`src/rtl/i2c_seg_target.sv`:
```
// -----------------------------------------------------------------------------
// i2c_seg_target
// I2C target receiver that models the seven-segment driver on the ALU board
// display bus. SCL/SDA are oversampled with the system clock. Write transactions
// to DEV_ADDR are decoded as <addr+W> <pointer> <data>*, and the data bytes land
// in a small register file. Matching bytes are ACKed by pulling SDA low.
//
// Ports:
//   clk_i      system clock (100 MHz)
//   reset_ni   synchronous active-low reset
//   scl_i      SCL line level (asynchronous)
//   sda_i      SDA line level (asynchronous)
//   sda_oe_o   1 = pull SDA low (ACK), 0 = release
//   regs_o     register file contents, regs_o[i] is register i
//   wr_stb_o   one-cycle pulse when a data byte is committed
//   wr_addr_o  register index written, valid with wr_stb_o
//   busy_o     high from a detected START until the following STOP
// -----------------------------------------------------------------------------
module i2c_seg_target #(
    parameter logic [6:0] DEV_ADDR  = 7'h70,
    parameter int         NUM_REGS  = 4,
    parameter int         REG_WIDTH = 8
) (
    input  logic                                 clk_i,
    input  logic                                 reset_ni,
    input  logic                                 scl_i,
    input  logic                                 sda_i,
    output logic                                 sda_oe_o,
    output logic [NUM_REGS-1:0][REG_WIDTH-1:0]   regs_o,
    output logic                                 wr_stb_o,
    output logic [$clog2(NUM_REGS)-1:0]          wr_addr_o,
    output logic                                 busy_o
);

    localparam int PTR_W = $clog2(NUM_REGS);

    typedef enum logic [2:0] {
        S_IDLE, S_ADDR, S_ADDR_ACK, S_PTR, S_PTR_ACK, S_DATA, S_DATA_ACK, S_IGNORE
    } state_t;

    logic             r_scl_s1, r_scl_s2, r_scl_d;
    logic             r_sda_s1, r_sda_s2, r_sda_d;
    state_t           r_state, w_state_nx;
    logic [3:0]       r_bit_cnt, w_bit_cnt_nx;
    logic [6:0]       r_shift, w_shift_nx;
    logic [PTR_W-1:0] r_ptr, w_ptr_nx;
    logic             r_ack, w_ack_nx;
    logic             w_wr_en;

    logic             w_scl_rise, w_scl_fall, w_start, w_stop, w_last_bit;
    logic [7:0]       w_byte;

    // Bus events on the synchronized lines; START/STOP require SCL stably high
    // so a simultaneous SCL edge is never mistaken for one.
    assign w_scl_rise = r_scl_s2 & ~r_scl_d;
    assign w_scl_fall = ~r_scl_s2 & r_scl_d;
    assign w_start    = r_scl_s2 & r_scl_d & ~r_sda_s2 & r_sda_d;
    assign w_stop     = r_scl_s2 & r_scl_d & r_sda_s2 & ~r_sda_d;
    assign w_byte     = {r_shift, r_sda_s2};
    assign w_last_bit = w_scl_rise && (r_bit_cnt == 4'd7);

    // Two-stage synchronizers plus edge-detect history, preset to idle bus.
    always_ff @(posedge clk_i) begin
        if (!reset_ni) begin
            r_scl_s1 <= 1'b1; r_scl_s2 <= 1'b1; r_scl_d <= 1'b1;
            r_sda_s1 <= 1'b1; r_sda_s2 <= 1'b1; r_sda_d <= 1'b1;
        end else begin
            r_scl_s1 <= scl_i;    r_scl_s2 <= r_scl_s1; r_scl_d <= r_scl_s2;
            r_sda_s1 <= sda_i;    r_sda_s2 <= r_sda_s1; r_sda_d <= r_sda_s2;
        end
    end

    // Next-state logic: START/STOP override everything, otherwise per state.
    always_comb begin
        w_state_nx   = r_state;
        w_bit_cnt_nx = r_bit_cnt;
        w_shift_nx   = r_shift;
        w_ptr_nx     = r_ptr;
        w_ack_nx     = r_ack;
        w_wr_en      = 1'b0;
        if (w_start) begin
            w_state_nx   = S_ADDR;
            w_bit_cnt_nx = 4'd0;
            w_ack_nx     = 1'b0;
        end else if (w_stop) begin
            w_state_nx   = S_IDLE;
            w_bit_cnt_nx = 4'd0;
            w_ack_nx     = 1'b0;
        end else begin
            case (r_state)
                S_ADDR, S_PTR, S_DATA: begin
                    if (w_scl_rise) begin
                        w_shift_nx   = w_byte[6:0];
                        w_bit_cnt_nx = r_bit_cnt + 4'd1;
                    end else begin
                        w_shift_nx   = r_shift;
                    end
                    if (w_last_bit) begin
                        if (r_state == S_ADDR) begin
                            // Only a write to our address is accepted; reads are NACKed.
                            if ((w_byte[7:1] == DEV_ADDR) && !w_byte[0]) begin
                                w_state_nx = S_ADDR_ACK;
                            end else begin
                                w_state_nx = S_IGNORE;
                            end
                        end else if (r_state == S_PTR) begin
                            if ({24'd0, w_byte} < $unsigned(NUM_REGS)) begin
                                w_ptr_nx   = w_byte[PTR_W-1:0];
                                w_state_nx = S_PTR_ACK;
                            end else begin
                                w_state_nx = S_IGNORE;
                            end
                        end else begin
                            w_wr_en    = 1'b1;
                            w_ptr_nx   = (r_ptr == PTR_W'(NUM_REGS - 1)) ? '0 : r_ptr + 1'b1;
                            w_state_nx = S_DATA_ACK;
                        end
                    end else begin
                        w_state_nx = r_state;
                    end
                end
                S_ADDR_ACK, S_PTR_ACK, S_DATA_ACK: begin
                    // First SCL fall after bit 8 opens the ACK, the next one
                    // (end of the 9th clock) closes it and starts a new byte.
                    if (w_scl_fall) begin
                        if (!r_ack) begin
                            w_ack_nx = 1'b1;
                        end else begin
                            w_ack_nx     = 1'b0;
                            w_bit_cnt_nx = 4'd0;
                            w_state_nx   = (r_state == S_ADDR_ACK) ? S_PTR : S_DATA;
                        end
                    end else begin
                        w_ack_nx = r_ack;
                    end
                end
                S_IDLE, S_IGNORE: begin
                    w_state_nx = r_state;
                end
                default: begin
                    w_state_nx   = S_IDLE;
                    w_bit_cnt_nx = 4'd0;
                    w_ack_nx     = 1'b0;
                end
            endcase
        end
    end

    // FSM, datapath and registered outputs.
    always_ff @(posedge clk_i) begin
        if (!reset_ni) begin
            r_state   <= S_IDLE;
            r_bit_cnt <= 4'd0;
            r_shift   <= 7'd0;
            r_ptr     <= '0;
            r_ack     <= 1'b0;
            sda_oe_o  <= 1'b0;
            regs_o    <= '0;
            wr_stb_o  <= 1'b0;
            wr_addr_o <= '0;
            busy_o    <= 1'b0;
        end else begin
            r_state   <= w_state_nx;
            r_bit_cnt <= w_bit_cnt_nx;
            r_shift   <= w_shift_nx;
            r_ptr     <= w_ptr_nx;
            r_ack     <= w_ack_nx;
            sda_oe_o  <= r_ack;
            wr_stb_o  <= w_wr_en;
            if (w_wr_en) begin
                regs_o[r_ptr] <= w_byte;
                wr_addr_o     <= r_ptr;
            end
            if (w_start) begin
                busy_o <= 1'b1;
            end else if (w_stop) begin
                busy_o <= 1'b0;
            end
        end
    end

endmodule

```
`config.mk`:
```
export PLATFORM = sky130hd
export DESIGN_NAME = i2c_seg_target
export DESIGN_NICKNAME = d
export VERILOG_FILES = /design/src/rtl/i2c_seg_target.sv
export SDC_FILE = /design/constraint.sdc
export NUM_CORES = 1
export LEC_CHECK = 0
export CORE_MARGIN = 2
export CORE_UTILIZATION = 52
export CTS_CLUSTER_DIAMETER = 120
export CTS_CLUSTER_SIZE = 24
export DETAILED_ROUTE_END_ITERATION = 8
export PLACE_DENSITY = 0.78
export SYNTH_ARGS = -nofsm -noshare
export SYNTH_HDL_FRONTEND = slang
export SYNTH_SLANG_ARGS = --single-unit
```
`constraint.sdc`:
```
create_clock -name clk_i -period 1.9 [get_ports clk_i]
set_input_delay 0.19 -clock clk_i [delete_from_list [all_inputs] [get_ports clk_i]]
set_output_delay 0.19 -clock clk_i [all_outputs]
set_load 0.03 [all_outputs]
```
==> results of run 1 <==
==> layout make-up <==
| cell class | count | area (sq um) |
|---|---|---|
| multi-input combinational | 186 | 1200 |
| clock inverter | 3 | 68.8 |
| timing repair buffer | 52 | 503 |
| tap | 54 | 67.6 |
| fill | 370 | 1440 |
| inverter | 5 | 18.8 |
| sequential | 60 | 1200 |
| clock buffer | 12 | 165 |
==> flip-flops by register name, summed over array words and instances (netlist names) <==
register / flops
r_bit_cnt: 4
sda_oe_o: 1
regs_o: 32
r_scl_s1: 1
r_ptr: 2
r_sda_s1: 1
busy_o: 1
wr_stb_o: 1
r_scl_s2: 1
r_ack: 1
r_state: 3
r_scl_d: 1
r_sda_d: 1
r_shift: 7
r_sda_s2: 1
wr_addr_o: 2
==> cells by family (layout without fill, tap and decap cells) <==
| kind of cell | Yosys count | in the layout |
|---|---|---|
| xor gates and xnor gates | 5 | 5 |
| AOI/OAI and AO/OA | 32 | 32 |
| and+or+nand+nor | 109 | 109 |
| muxes | 35 | 35 |
| buffers and inverters | 19 | 72 |
| adders and majority gates | 5 | 5 |
| DFF | 60 | 60 |
==> metrics by stage <==
stage / hold WS (ps) / total power, uW
3_5_place_dp: 404 / 1370
3_3_place_gp: 389 / 1370
6_report: 411 / 2660
4_1_cts: 419 / 2680
5_1_grt: 428 / 2740
2_1_floorplan: 291 / 1350
==> power by group <==
| part | total (uW) | switching, uW | internal [uW] | leakage, uW |
|---|---|---|---|---|
| sequential | 1270 | 9.16 | 1260 | 0.000484 |
| clock | 1320 | 477 | 841 | 0.000119 |
| combinational | 69.0 | 40.4 | 28.6 | 0.000775 |
| total | 2660 | 527 | 2130 | 0.00138 |
==> synthesized netlist by cell type, types with 2 or more instances <==
library cell	instances	share of area
nand2b_1	8	0.020
clkbuf_1	8	0.012
nand3_1	10	0.020
xor2_1	2	0.0071
dfxtp_1	60	0.49
inv_1	5	0.0076
ha_1	5	0.025
nand3b_1	3	0.0091
buf_2	5	0.010
and3b_1	2	0.0071
and2_1	2	0.0051
o21a_1	2	0.0061
mux2i_1	35	0.14
a31oi_1	3	0.0076
nor2_1	8	0.012
xnor2_1	3	0.011
o31ai_1	2	0.0061
nor2b_1	2	0.0051
nor3_1	4	0.0081
o21ai_0	5	0.010
o2111ai_1	2	0.0071
a21oi_1	12	0.024
nand2_1	60	0.091
==> worst max-delay path, delay by kind of cell, from the launching register on <==
| kind | cells | cell delay (ps) |
|---|---|---|
| simple gates | 2 | 690 |
| flops | 1 | 480 |
| compound gates | 2 | 500 |
==> metal layers <==
layer	up-vias	GRT usage	share of wire
met5	-	0	0
li1	1003	-	-
met1	953	0.275	0.46
met3	9	0.0470	0.039
met4	0	0.101	0.014
met2	47	0.335	0.49
==> final timing paths <==
check                           startpoint  slack, ps          to
worst max register to register  r_state[2]        130  r_state[0]
worst max-delay path            r_state[2]        130  r_state[0]
worst min register to register    r_scl_s1        410    r_scl_s2
worst min-delay path              r_scl_s1        410    r_scl_s2
==> reports/qor.yml, run 1 <==
synth_cell_types: 40
crit_required_ps: 2120
placed_area_sq_um: 2980
die_w_microns: 73.0
synth-simple-area-share: 0.216
cts_tree: "done"
die_area_sq_um: 5330
mostFrequentLayoutCells: "nand2_1, dfxtp_1, clkdlybuf4s50_1"
min_path_cells: 1
final_antenna_net_count: 0
critPathCaptureType: "register"
status: "finished, final reports clean"
crit_slowest_cell: "or4_4"
place_hpwl_mm: 3.52
wl_per_cell_microns: 14.0
synth_xor_area_frac: 0.0177
synth-compound-area-share: 0.0814
rsz0062_at_grt: "no"
async_reset_ff_frac: 0
vias: 2012
drive_gt1_frac: 0.101
num_antenna_cells: 0
syn_to_final_growth_pct: 30.2
clock_latency_ps: 330
post-route-cell-area_sq_um: 3220
drt-total-wl_mm: 5.21
first_global_vias: 1898
drt-initial-drc-count: 87
cp.arrival_ps: 1990
path_clk_slew_ps: 60
syn_avg_cell_area_sq_um: 9.34
cts_root_buf: "clkbuf_8"
synth-main-ff-cell: "dfxtp_1"
finClkSkew_ps: 6.96
antenna_found_initial: 0
finalSetupViolations: 0
slew_headroom: 0.657
start_util: 0.531
fin_tns_setup_ps: 0
place_congestion: 0.894
grt_pass1_wl_mm: 8.67
cts-buffers-inserted: 9
final_util: 0.692
power.density_nw_per_um2: 826
setup_ws_ps: 127
synth_top_family_by_area: "simple AND/OR/NAND/NOR gates"
die_y_microns: 73.0
grt_max_degree: 41
ir_drop_mv: 0.612
path_cells: "nor2_1 > or4_4 > o21a_1 > o311a_1"
fmax_ghz: 0.564
hold_class: "reg -> reg"
slowest_delay_ps: 540
yosys-mux-area-fraction: 0.141
coreArea_sq_um: 4660
slew_violations: 0
synth_edf_count: 0
r2r_cells: 4
dr.pass1.iters: 4
htree_levels: 3
instances_no_fill: 372
cts-resized-gates: 0
numPortBuffers: 40
syn_area_sq_um: 2480
overflow: 0
grtUsageTotal: 0.213
place_ws_ps: 160
placed_cells: 357
startpoint_type: "register"
clock_sinks: 60
crit_fanout: 10
io_pins: 41
synth_nets: 274
postSynthCellCount: 265
cap_violations: 0
postCtsHoldBufs: 0
worstMarginPinSlew_ps: 509
ys_seq_area_frac: 0.485
final.period_utilization: 0.933
period_needed_ps: 1770
hold_violations: 0
clockBufferDepth: 2
synth_seq_cells: 60
vias_per_cell: 5.41
criticalPathCategory: "reg -> reg"
nets: 323
rows: 25
drcViolationCount: 0
yosys_warnings: 0
post_cts_buffers: 0
cellLeakagePower_uw: 0.00138
synthAdderAreaFrac: 0.0253
Note: power is estimated with default switching activity, not from simulation.
==> run 2: changes to the inputs <==
--- a/config.mk
+++ b/config.mk
@@ -5,6 +5,7 @@
 export SDC_FILE = /design/constraint.sdc
 export NUM_CORES = 1
 export LEC_CHECK = 0
+export ABC_CLOCK_PERIOD_IN_PS = 1900
 export CORE_MARGIN = 2
 export CORE_UTILIZATION = 52
 export CTS_CLUSTER_DIAMETER = 120
==> results of run 2 <==
Same layout as run 1: the final DEF is identical, and so are final timing and power.
==> run 3: changes to the inputs <==
--- a/config.mk
+++ b/config.mk
@@ -7,11 +7,10 @@
 export LEC_CHECK = 0
 export ABC_CLOCK_PERIOD_IN_PS = 1900
 export CORE_MARGIN = 2
-export CORE_UTILIZATION = 52
+export CORE_UTILIZATION = 35
 export CTS_CLUSTER_DIAMETER = 120
 export CTS_CLUSTER_SIZE = 24
 export DETAILED_ROUTE_END_ITERATION = 8
-export PLACE_DENSITY = 0.78
 export SYNTH_ARGS = -nofsm -noshare
 export SYNTH_HDL_FRONTEND = slang
 export SYNTH_SLANG_ARGS = --single-unit
==> run 3 against run 2 <==
Against the previous run:
- count of clock-buffer cells in the layout shrank 2
- design area grew 0.35%
- die area grew 46%
- clock skew increased by 2.7 ps
- critical path type unchanged
- highest routed layer unchanged
==> reports/qor.yml, run 3 (synthesis gave the netlist of run 1 again) <==
status: "finished, final reports clean"
min_to: "r_scl_s2"
vias: 1981  # -1.5%
power.density_nw_per_um2: 761  # -7.8%
cts_tree: "done"
finClkSkew_ps: 9.66  # +2.69 ps
syn_to_final_growth_pct: 30.6
fillCellCount: 696  # +88%
clock_latency_ps: 340  # about the same
startpoint_type: "register"
hold_violations: 0  # unchanged
period_needed_ps: 1730  # -42.1 ps
clockBufferDepth: 2  # unchanged
die_y_microns: 88.1  # +21%
r2r_cells: 4  # unchanged
ff2ff_setup_slack_ps: 170  # +40 ps
largest_reg_flops: 32  # unchanged
sequentialPowerShare: 0.517  # +0.038
grt_max_degree: 48  # +17%
placed_area_sq_um: 3040  # +2.0%
grtUsageTotal: 0.152  # -0.0607
mostFrequentLayoutCells: "nand2_1, dfxtp_1, clkdlybuf4s50_1"
fmax_ghz: 0.578  # +2.4%
post_cts_buffers: 0  # unchanged
holdCritStartpoint: "r_scl_s1"
clock_sinks: 60  # unchanged
rows: 30  # +20%
drt-total-wl_mm: 5.30  # +1.8%
grt_pass1_wl_mm: 8.96  # +3.3%
slew_headroom: 0.648  # -0.00943
cts-buffers-inserted: 9  # unchanged
overflow: 0  # unchanged
drive_gt1_frac: 0.100  # -0.000315
intPower_uw: 1920  # -10%
fin_tns_setup_ps: 0  # unchanged
vias_per_cell: 4.77  # -12%
hold_class: "reg -> reg"
finalSetupViolations: 0  # unchanged
die_w_microns: 88.1  # +21%
worstMarginPinSlew_ps: 523  # +14.0 ps
dr.pass1.iters: 4  # unchanged
drt-initial-drc-count: 74  # -15%
cap_violations: 0  # unchanged
placed_cells: 400  # +12%
rr_startpoint: "r_state[0]"
crit_fanout: 10  # unchanged
first_global_vias: 1859  # -2.1%
regMostFlops: "regs_o"
p_switching_uw: 544  # +3.3%
reg_top3: "regs_o (32), r_shift (7), r_bit_cnt (4)"
cts-resized-gates: 0  # unchanged
place_hpwl_mm: 3.61  # +2.5%
criticalPathCategory: "reg -> reg"
cts_root_buf: "clkbuf_8"
critPathCaptureType: "register"
wl_per_cell_microns: 12.8  # -8.8%
reg2reg_to: "r_ptr[0]"
place_congestion: 0.764  # -15%
min_path_cells: 1  # unchanged
num_antenna_cells: 0  # unchanged
antenna_found_initial: 0  # unchanged
cp_num_buf_inv: 0  # unchanged
comb_power_share: 0.028  # +0.002
path_cells: "nand3b_4 > or2_1 > or4b_1 > a21oi_1"
drcViolationCount: 0  # unchanged
final_antenna_net_count: 0  # unchanged
crit_slowest_cell: "dfxtp_1"
slew_violations: 0  # unchanged
path_clk_slew_ps: 70  # about the same
start_util: 0.362  # -0.169
cellLeakagePower_uw: 0.00136  # -1.2%
postCtsHoldBufs: 0  # unchanged
nets: 324  # +0.31%
die_area_sq_um: 7760  # +46%
post-route-cell-area_sq_um: 3230  # +0.35%
final.period_utilization: 0.911  # -0.0221
slowest_delay_ps: 540  # about the same
coreArea_sq_um: 6830  # +47%
cp.arrival_ps: 2000  # about the same
rsz0062_at_grt: "no"
swShare: 0.221  # +0.0230
numPortBuffers: 40  # unchanged
cp_top_family: "simple AND/OR/NAND/NOR gates"
crit_required_ps: 2170  # +50 ps
instances_no_fill: 415  # +12%
power_frac_clock: 0.455  # -0.040
ir_drop_mv: 0.664  # +8.4%
htree_levels: 3  # unchanged
io_pins: 41  # unchanged
run 3: cell types whose count changed in the layout (fill, tap and decap cells not counted):
cell and delta:
buf_4 +1, clkinv_4 -1, bufinv_16 -1, clkbuf_8 -2, nor3_1 +1, clkinv_2 +3
nor3_2 -1, clkinvlp_4 +1
run 3: metrics by stage:
step,hold WS (ps),total power (uW),utilization,setup WS [ps]
global placement,390,1370,0.446,244
floorplan,291,1350,-,267
finish,397,2460,0.473,169
detailed placement,396,1370,0.446,198
CTS,396,2500,0.473,182
global route,422,2570,0.473,78.1
run 3: worst max path at each step:
stage,start,endpoint,depth (start not counted)
after floorplan,r_bit_cnt[0],r_ptr[0],6
after detailed placement,r_state[0],r_ptr[0],4
after global placement,r_state[0],r_ptr[0],4
final,r_state[0],r_ptr[0],4
after CTS,r_state[0],r_ptr[0],4
after global routing,r_state[0],r_ptr[0],4
run 3: routing by layer:
layer | vias to the layer above | track usage | share of wire
li1 | 1004 | - | -
met1 | 930 | 0.200 | 0.49
met2 | 37 | 0.227 | 0.45
met3 | 10 | 0.0528 | 0.041
met4 | 0 | 0.0661 | 0.019
met5 | - | 0 | 0
run 3: final cells by class:
class	instances	area [sq um]	share of cell area
Tap cell	96	120	0.0371
Timing Repair Buffer	53	510	0.158
Multi-Input combinational cell	186	1190	0.369
Clock inverter	5	52.6	0.0162
Inverter	5	18.8	0.00580
Sequential cell	60	1200	0.371
Clock buffer	10	138	0.0426
run 3: power by group through the flow:
stage / clock network, uW / logic, uW / registers, uW
2_1_floorplan: 0 / 46.6 / 1300
3_3_place_gp: 0 / 68.9 / 1300
3_5_place_dp: 0 / 68.3 / 1300
4_1_cts: 1160 / 68.6 / 1270
5_1_grt: 1220 / 74.6 / 1270
6_report: 1120 / 68.2 / 1270
